$ cat config.mk
export PLATFORM = sky130hd
export DESIGN_NAME = vlc_turn_sched
export DESIGN_NICKNAME = d
export VERILOG_FILES = /design/src/rtl/vlc_pkg.sv /design/src/rtl/vlc_debounce.sv /design/src/rtl/vlc_turn_sched.sv
export SDC_FILE = /design/constraint.sdc
export NUM_CORES = 1
export LEC_CHECK = 0
export CORE_AREA = 2 2 67 69
export DETAILED_ROUTE_END_ITERATION = 12
export DIE_AREA = 0 0 69 71
export HOLD_SLACK_MARGIN = 0.02
export PLACE_DENSITY = 0.68
export SKIP_CTS_REPAIR_TIMING = 1
export SLEW_MARGIN = 15
export SYNTH_ARGS = -nofsm -noshare
export SYNTH_HDL_FRONTEND = slang
export SYNTH_SLANG_ARGS = --single-unit
$ cat constraint.sdc
create_clock -name clk -period 1.8 [get_ports clk]
set_input_delay 0.54 -clock clk [delete_from_list [all_inputs] [get_ports clk]]
set_output_delay 0.54 -clock clk [all_outputs]
set_load 0.005 [all_outputs]
$ cat src/rtl/vlc_pkg.sv
// vlc_pkg: shared mode encoding and sweep-phase constants for the lamp sequencer.
package vlc_pkg;
    typedef enum logic [1:0] {
        IDLE   = 2'b00,
        LEFT   = 2'b01,
        RIGHT  = 2'b10,
        HAZARD = 2'b11
    } mode_t;
    localparam int PHASE_W = 2;
    localparam logic [PHASE_W-1:0] PHASE_LAST = 2'd3;
endpackage

$ cat src/rtl/vlc_debounce.sv
// vlc_debounce: 2-flop synchroniser followed by a consecutive-sample filter.
module vlc_debounce #(
    parameter int DEB_CYCLES = 4
) (
    input  logic clk,
    input  logic rst_n,
    input  logic d_i,
    output logic q_o
);
    localparam int CW = $clog2(DEB_CYCLES) + 1;
    logic [1:0]    sync_q;
    logic          filt_q, filt_d;
    logic [CW-1:0] cnt_q, cnt_d;
    always_comb begin
        filt_d = filt_q;
        cnt_d  = '0;
        if (sync_q[1] != filt_q) begin
            if (cnt_q == CW'(DEB_CYCLES - 1)) filt_d = ~filt_q;
            else cnt_d = cnt_q + 1'b1;
        end
    end
    always_ff @(posedge clk or negedge rst_n) begin
        if (!rst_n) begin
            sync_q <= '0;
            filt_q <= 1'b0;
            cnt_q  <= '0;
        end else begin
            sync_q <= {sync_q[0], d_i};
            filt_q <= filt_d;
            cnt_q  <= cnt_d;
        end
    end
    assign q_o = filt_q;
endmodule

$ cat src/rtl/vlc_turn_sched.sv
// vlc_turn_sched: debounces the turn/hazard switches, arbitrates a lamp mode and
// generates the prescaled step tick and sweep phase for the lamp decoder.
module vlc_turn_sched
    import vlc_pkg::*;
#(
    parameter int TICK_DIV   = 2_500_000,
    parameter int DEB_CYCLES = 4
) (
    input  logic               clk,
    input  logic               rst_n,
    input  logic               req_left,
    input  logic               req_right,
    input  logic               req_hazard,
    output logic [1:0]         mode_o,
    output logic [PHASE_W-1:0] phase_o,
    output logic               tick_o,
    output logic               busy_o
);
    localparam int CW = $clog2(TICK_DIV);
    logic               f_left, f_right, f_hazard, last;
    mode_t              want, mode_q, mode_d;
    logic [CW-1:0]      cnt_q, cnt_d;
    logic [PHASE_W-1:0] phase_q, phase_d;
    logic               tick_q, tick_d;

    vlc_debounce #(.DEB_CYCLES(DEB_CYCLES)) u_deb_left   (.clk(clk), .rst_n(rst_n), .d_i(req_left),   .q_o(f_left));
    vlc_debounce #(.DEB_CYCLES(DEB_CYCLES)) u_deb_right  (.clk(clk), .rst_n(rst_n), .d_i(req_right),  .q_o(f_right));
    vlc_debounce #(.DEB_CYCLES(DEB_CYCLES)) u_deb_hazard (.clk(clk), .rst_n(rst_n), .d_i(req_hazard), .q_o(f_hazard));

    // Non-hazard changes wait for the 3->0 wrap; hazard preempts immediately and restarts the sweep.
    always_comb begin
        want    = (f_hazard || (f_left && f_right)) ? HAZARD : f_left ? LEFT : f_right ? RIGHT : IDLE;
        last    = cnt_q == CW'(TICK_DIV - 1);
        mode_d  = mode_q;
        phase_d = '0;
        cnt_d   = '0;
        tick_d  = 1'b0;
        if (mode_q == IDLE) begin
            mode_d = want;
        end else if (want == HAZARD && mode_q != HAZARD) begin
            mode_d = HAZARD;
        end else if (last) begin
            tick_d  = 1'b1;
            phase_d = phase_q + 1'b1;
            mode_d  = (phase_q == PHASE_LAST) ? want : mode_q;
        end else begin
            cnt_d   = cnt_q + 1'b1;
            phase_d = phase_q;
        end
    end

    always_ff @(posedge clk or negedge rst_n) begin
        if (!rst_n) begin
            mode_q  <= IDLE;
            cnt_q   <= '0;
            phase_q <= '0;
            tick_q  <= 1'b0;
        end else begin
            mode_q  <= mode_d;
            cnt_q   <= cnt_d;
            phase_q <= phase_d;
            tick_q  <= tick_d;
        end
    end

    assign mode_o  = mode_q;
    assign phase_o = phase_q;
    assign tick_o  = tick_q;
    assign busy_o  = mode_q != IDLE;
endmodule

After elaboration in Yosys (flattened, before gate mapping)
Cells that the tools add are included. W data, S select, Z words.

Flip-flop bits (word level): 45. Input port bits: 5. Output and inout port bits: 6. Logic and storage cells: 64.

$add $sub $neg: 5. Equality and inequality tests: 10. Mux-type cells: 22. Bitwise logic cells: 3. Reductions and logical operators: 11.

Operators with widths (number): $mux W22 (3); $add A22 B1 Y22 const B (1); $eq A22 B22 Y1 const B (1); $mux W2 (10); $mux W3 (6); $add A3 B1 Y3 const B (3); $eq A3 B2 Y1 const B (3); $reduce_and A2 Y1 (4); $reduce_bool A3 Y1 (2); $eq A2 B2 Y1 const B (2); $mux W1 (3); $ne A1 B1 Y1 (3); $not A1 Y1 (3); $add A2 B1 Y2 const B (1); $logic_and A1 B1 Y1 (2); $logic_not A2 Y1 (1); $ne A2 B2 Y1 const B (1); $reduce_bool A2 Y1 (1); $logic_or A1 B1 Y1 (1).

Longest topological paths before layout
Depth in word-level cells: 7. Gate-level depth with buffers: 7. Depth with buffers taken out: 5.

By module
From an unflattened synthesis, not the netlist that was laid out.

Cells, all modules: 193. Area total of the unflattened synthesis: 2142.1 µm².

Modules (own cells, without submodules): vlc_turn_sched (instances 1, cells each 154, area an instance 1492.7 µm², sequential area each 675.6 µm²); vlc_debounce (instances 3, cells each 13, area an instance 216.5 µm², sequential area each 150.1 µm²).

Least setup slack after synthesis
Ideal clock, no wire load.

Path kind: register to register. Start point: register cnt_q[14]. End point: register mode_q[0] (netlist: mode_o[0]). Setup time: 0.076 ns. Arrival: 1.580 ns. Required time: 1.724 ns. Path slack: 0.143 ns. Cell stages (with the launch flop): 5. Buffers on the path: 0. Cell sequence: dfrtp_1 -> or4_1 -> or3_4 -> o21a_1 -> o21ai_1.

Longest elaborated chain between the ends: 3.

Ends and longest elaborated chain: start: declaration (RTL line vlc_turn_sched.sv:22) `logic [CW-1:0] cnt_q, cnt_d;`; start signal: assignment (RTL line vlc_turn_sched.sv:60) `cnt_q <= cnt_d;`; $eq A22 B22 Y1 (RTL line vlc_turn_sched.sv:33) `last = cnt_q == CW'(TICK_DIV - 1);`; $reduce_bool A3 Y1 (no line); $reduce_and A2 Y1 (no line); end signal: assignment (RTL line vlc_turn_sched.sv:59) `mode_q <= mode_d;`; end: declaration (RTL line vlc_turn_sched.sv:21) `mode_t want, mode_q, mode_d;`.

No other way between the ends. A chain may end at the register's enable or synchronous reset.

Worst setup path in the final report
Start point: register phase_q[0] (netlist: phase_o[0]). End point: output phase_o[0].

RTL lines: start: declaration (RTL line vlc_turn_sched.sv:23) `logic [PHASE_W-1:0] phase_q, phase_d;`; start signal: assignment (RTL line vlc_turn_sched.sv:61) `phase_q <= phase_d;`; end: declaration (RTL line vlc_turn_sched.sv:15) `output logic [PHASE_W-1:0] phase_o,`.

No word-level cell between the ends.

==> summary.md <==
| Metric | Value |
|---|---|
| I/O Buffers | `10` |
| Req. time, crit path | `1.26 ns` |
| Tightest Pin Transition | `0.379 ns` |
| Seq cells post-synth | `45` |
| Max stage delay on crit path | `0.52 ns` |
| Antenna Nets Post-Route | `0` |
| Final WL | `3940 um` |
| Post-synth EDFFs | `0` |
| Syn Nets | `195` |
| Routed WL per cell | `15.0 um` |
| Ant. Diodes | `0` |
| Min Tclk post-route | `1.75 ns` |
| Site row count | `24` |
| Largest net degree at the start of global routing | `46` |
| Clk root buf | `clkbuf_8` |
| Clk slew on worst S/H paths | `0.08 ns` |
| Gr busiest metal | `met2` |
| CP max-delay cell | `clkdlybuf4s50_1` |
| Die height | `71 um` |
| Hold Path Class | `input port to asynchronous set/reset pin` |
| WS Path Type | `register to output pin` |
| Final worst path period share | `97.3%` |
| Comb power frac | `26.5%` |
| CP top delay family | `buffers and inverters` |
| Initial antenna violation count | `0` |
| Status | `finished, final reports clean` |
| NetSw | `0.833 mW` |
| Hold Slack | `0.205 ns` |
| FMAX | `571 MHz` |
| CTS Sinks | `45` |
| Mapped Area | `2040 sq um` |
| RR Startpoint | `cnt_q[0]$_DFF_PN0_` |
| # fillers | `376` |
| Area of the core | `4200 sq um` |
| First-pass GRT wire length | `6690 um` |
| DR pass1 iterations | `4` |
| Remaining DRCs | `0` |
| CP Data Arrival Time | `1.21 ns` |
| Worst Setup SP | `phase_o[0]$_DFFE_PN0P_` |
| Seq/Total Area, Yosys | `55.1%` |
| WP buf/inv | `1` |
| H-Tree Depth | `2` |
| Ys async rst share | `100%` |
| Max Cap Viol | `0` |
| Sequential power share | `47.0%` |
| Layout cells sized above 1 | `15.2%` |
| Initial core utilization | `48.6%` |
| Clk pwr share | `26.5%` |
| Critical path startpoint category | `register` |
| Worst path cell trace | `clkdlybuf4s50_1` |
| Overall power | `2.74 mW` |
| Final hold vios | `0` |
| Internal power | `1.91 mW` |
| Leakage | `1.07 nW` |
| Gpl congestion | `0.822` |
| Vias in the first global route | `1486` |
| I/O pin cnt | `11` |
| Max FO, Critical Path | `3` |
| Post-synthesis cell count | `185` |
| CP endpoint kind | `output pin` |
| Grt met3 use | `5.70%` |
| Met2 Usage GRT | `30.2%` |
| Maximum VDD drop | `0.593 mV` |
| Final slew viol count | `0` |
| CTS buffer count | `5` |
| Synthesis-to-layout area growth | `18.1%` |
| Die width | `69 um` |
| Syn_area_per_cell | `11.1 sq um` |
| Clock Latency Late Sink | `0.30 ns` |
| Hpwl dp | `2740 um` |
| First-iteration detailed-routing DRC count | `125` |
| Clk_skew | `0.00553 ns` |
| Die area | `4900 sq um` |
| Yosys cell types | `37` |
| Switching Share | `30.4%` |
| PD cells | `1140 nW/um^2` |
| CTS max path bufs | `2` |
| Most used DFF post-synth | `dfrtp_1` |
| CTS tree | `yes` |
| Final nets | `220` |
| Tot GR Track Use | `17.7%` |
| Syn. warnings | `0` |
| Slew margin rel. | `74.5%` |
| Final setup vio count | `0` |
| Area of the multi-input gates | `896 sq um` |
| Register area | `1130 sq um` |
| Total gr overflow | `0` |
| Via count | `1495` |
| M1 GR Usage | `20.5%` |
| DR vias/cell | `5.71` |
[layer usage]
layer,vias to the layer above,wire length [um]
li1,714,-
met1,746,1660
met2,27,2080
met3,8,135
met4,0,55
met5,-,0
[flip-flops by register name, indices dropped and copies added (netlist names)]
signal,count
phase_o,2
u_deb_left.sync_q,2
u_deb_left.q_o,1
mode_o,2
u_deb_hazard.sync_q,2
u_deb_right.sync_q,2
u_deb_hazard.q_o,1
u_deb_right.q_o,1
tick_o,1
u_deb_left.cnt_q,3
u_deb_hazard.cnt_q,3
u_deb_right.cnt_q,3
cnt_q,22
[through the flow]
step                      instances  area (sq um)  util (%)  TNS (ns)  setup slack (ns)
final                           262          2410      57.4         0            0.0485
after global routing            262          2410      57.4  -0.00200          -0.00200
after CTS                       257          2360      56.1   -0.0743           -0.0743
after detailed placement        250          2260      53.7         0            0.0577
after global placement          250          2260      53.7         0             0.128
after floorplan                 185          2040         -         0             0.143
[kinds of logic (layout without fill, tap and decap cells)]
| family | after synthesis | after routing | share of synthesized area (%) |
|---|---|---|---|
| flops | 45 | 45 | 55.1 |
| fa+ha+maj | 6 | 6 | 3.55 |
| simple gates | 83 | 83 | 23.9 |
| mux | 6 | 6 | 3.12 |
| compound gates | 22 | 22 | 6.12 |
| buf+inv | 8 | 33 | 1.77 |
| xor+xnor | 15 | 15 | 6.43 |
[cell type report]
cell class              count  share of cell area (%)
clock buffers               5                    2.85
clock inverters             2                    1.45
inverters                   2                   0.311
multi-input cells         132                    37.1
flip-flops and latches     45                    46.7
well taps                  52                    2.69
repair buffers             24                    8.91
[cells in the mapped netlist (4+ instances only)]
cell type  count  area, sq um
dfrtp_1       45         1130
and3_1         5         31.3
nand2_1        8         30.0
xnor2_1        5         43.8
o21ai_0        4         20.0
ha_1           5         62.6
nor3b_1        6         45.0
nand3_1        8         40.0
or4_1          4         30.0
nor2_1        17         63.8
a21oi_1        9         45.0
nand4_1       10         62.6
or3_1          4         25.0
buf_2          5         25.0
xor2_1        10         87.6
[cells in the final DEF, fill, tap and decap left out, types with 2 or more instances in the layout]
master           netlist  routed
inv_1                  2       2
and4b_1                2       2
nor3_1                 2       2
ha_1                   5       5
mux2i_1                3       3
o211ai_1               2       2
o21ai_0                4       4
or3_1                  4       4
clkdlybuf4s50_1        0       8
xor2_1                10      10
a21oi_1                9       9
o31ai_1                3       3
nor2_1                17      17
nand4_1               10      10
buf_4                  0      13
nand3_1                8       8
and4_2                 1       2
and4_1                 3       2
xnor2_1                5       5
dfrtp_1               45      44
nor3b_1                6       6
clkbuf_8               0       5
nand2_1                8       8
nand2b_1               2       2
nor2b_1                3       3
and2_1                 2       2
o21ai_1                3       3
mux2_2                 3       3
and3_1                 5       5
or4_1                  4       4
[power by group through the flow]
stage	clock network (mW)	logic [mW]	registers (mW)
floorplan	0	0.464	1.28
global placement	0	0.662	1.29
detailed placement	0	0.703	1.31
CTS	0.749	0.705	1.29
global route	0.809	0.823	1.31
finish	0.727	0.726	1.29
[worst paths after layout]
kind	to	slack [ns]	cells past startpoint
max	phase_o[0]	0.05	1
min	u_deb_right.q_o$_DFFE_PN0P_	0.20	2
max reg2reg	cnt_q[18]$_DFF_PN0_	0.07	5
min reg2reg	u_deb_hazard.sync_q[1]$_DFF_PN0_	0.35	0
max in group asynchronous	cnt_q[15]$_DFF_PN0_	1.39	2
min in group clk	u_deb_hazard.sync_q[1]$_DFF_PN0_	0.35	0
Note: power is estimated with default switching activity, not from simulation.
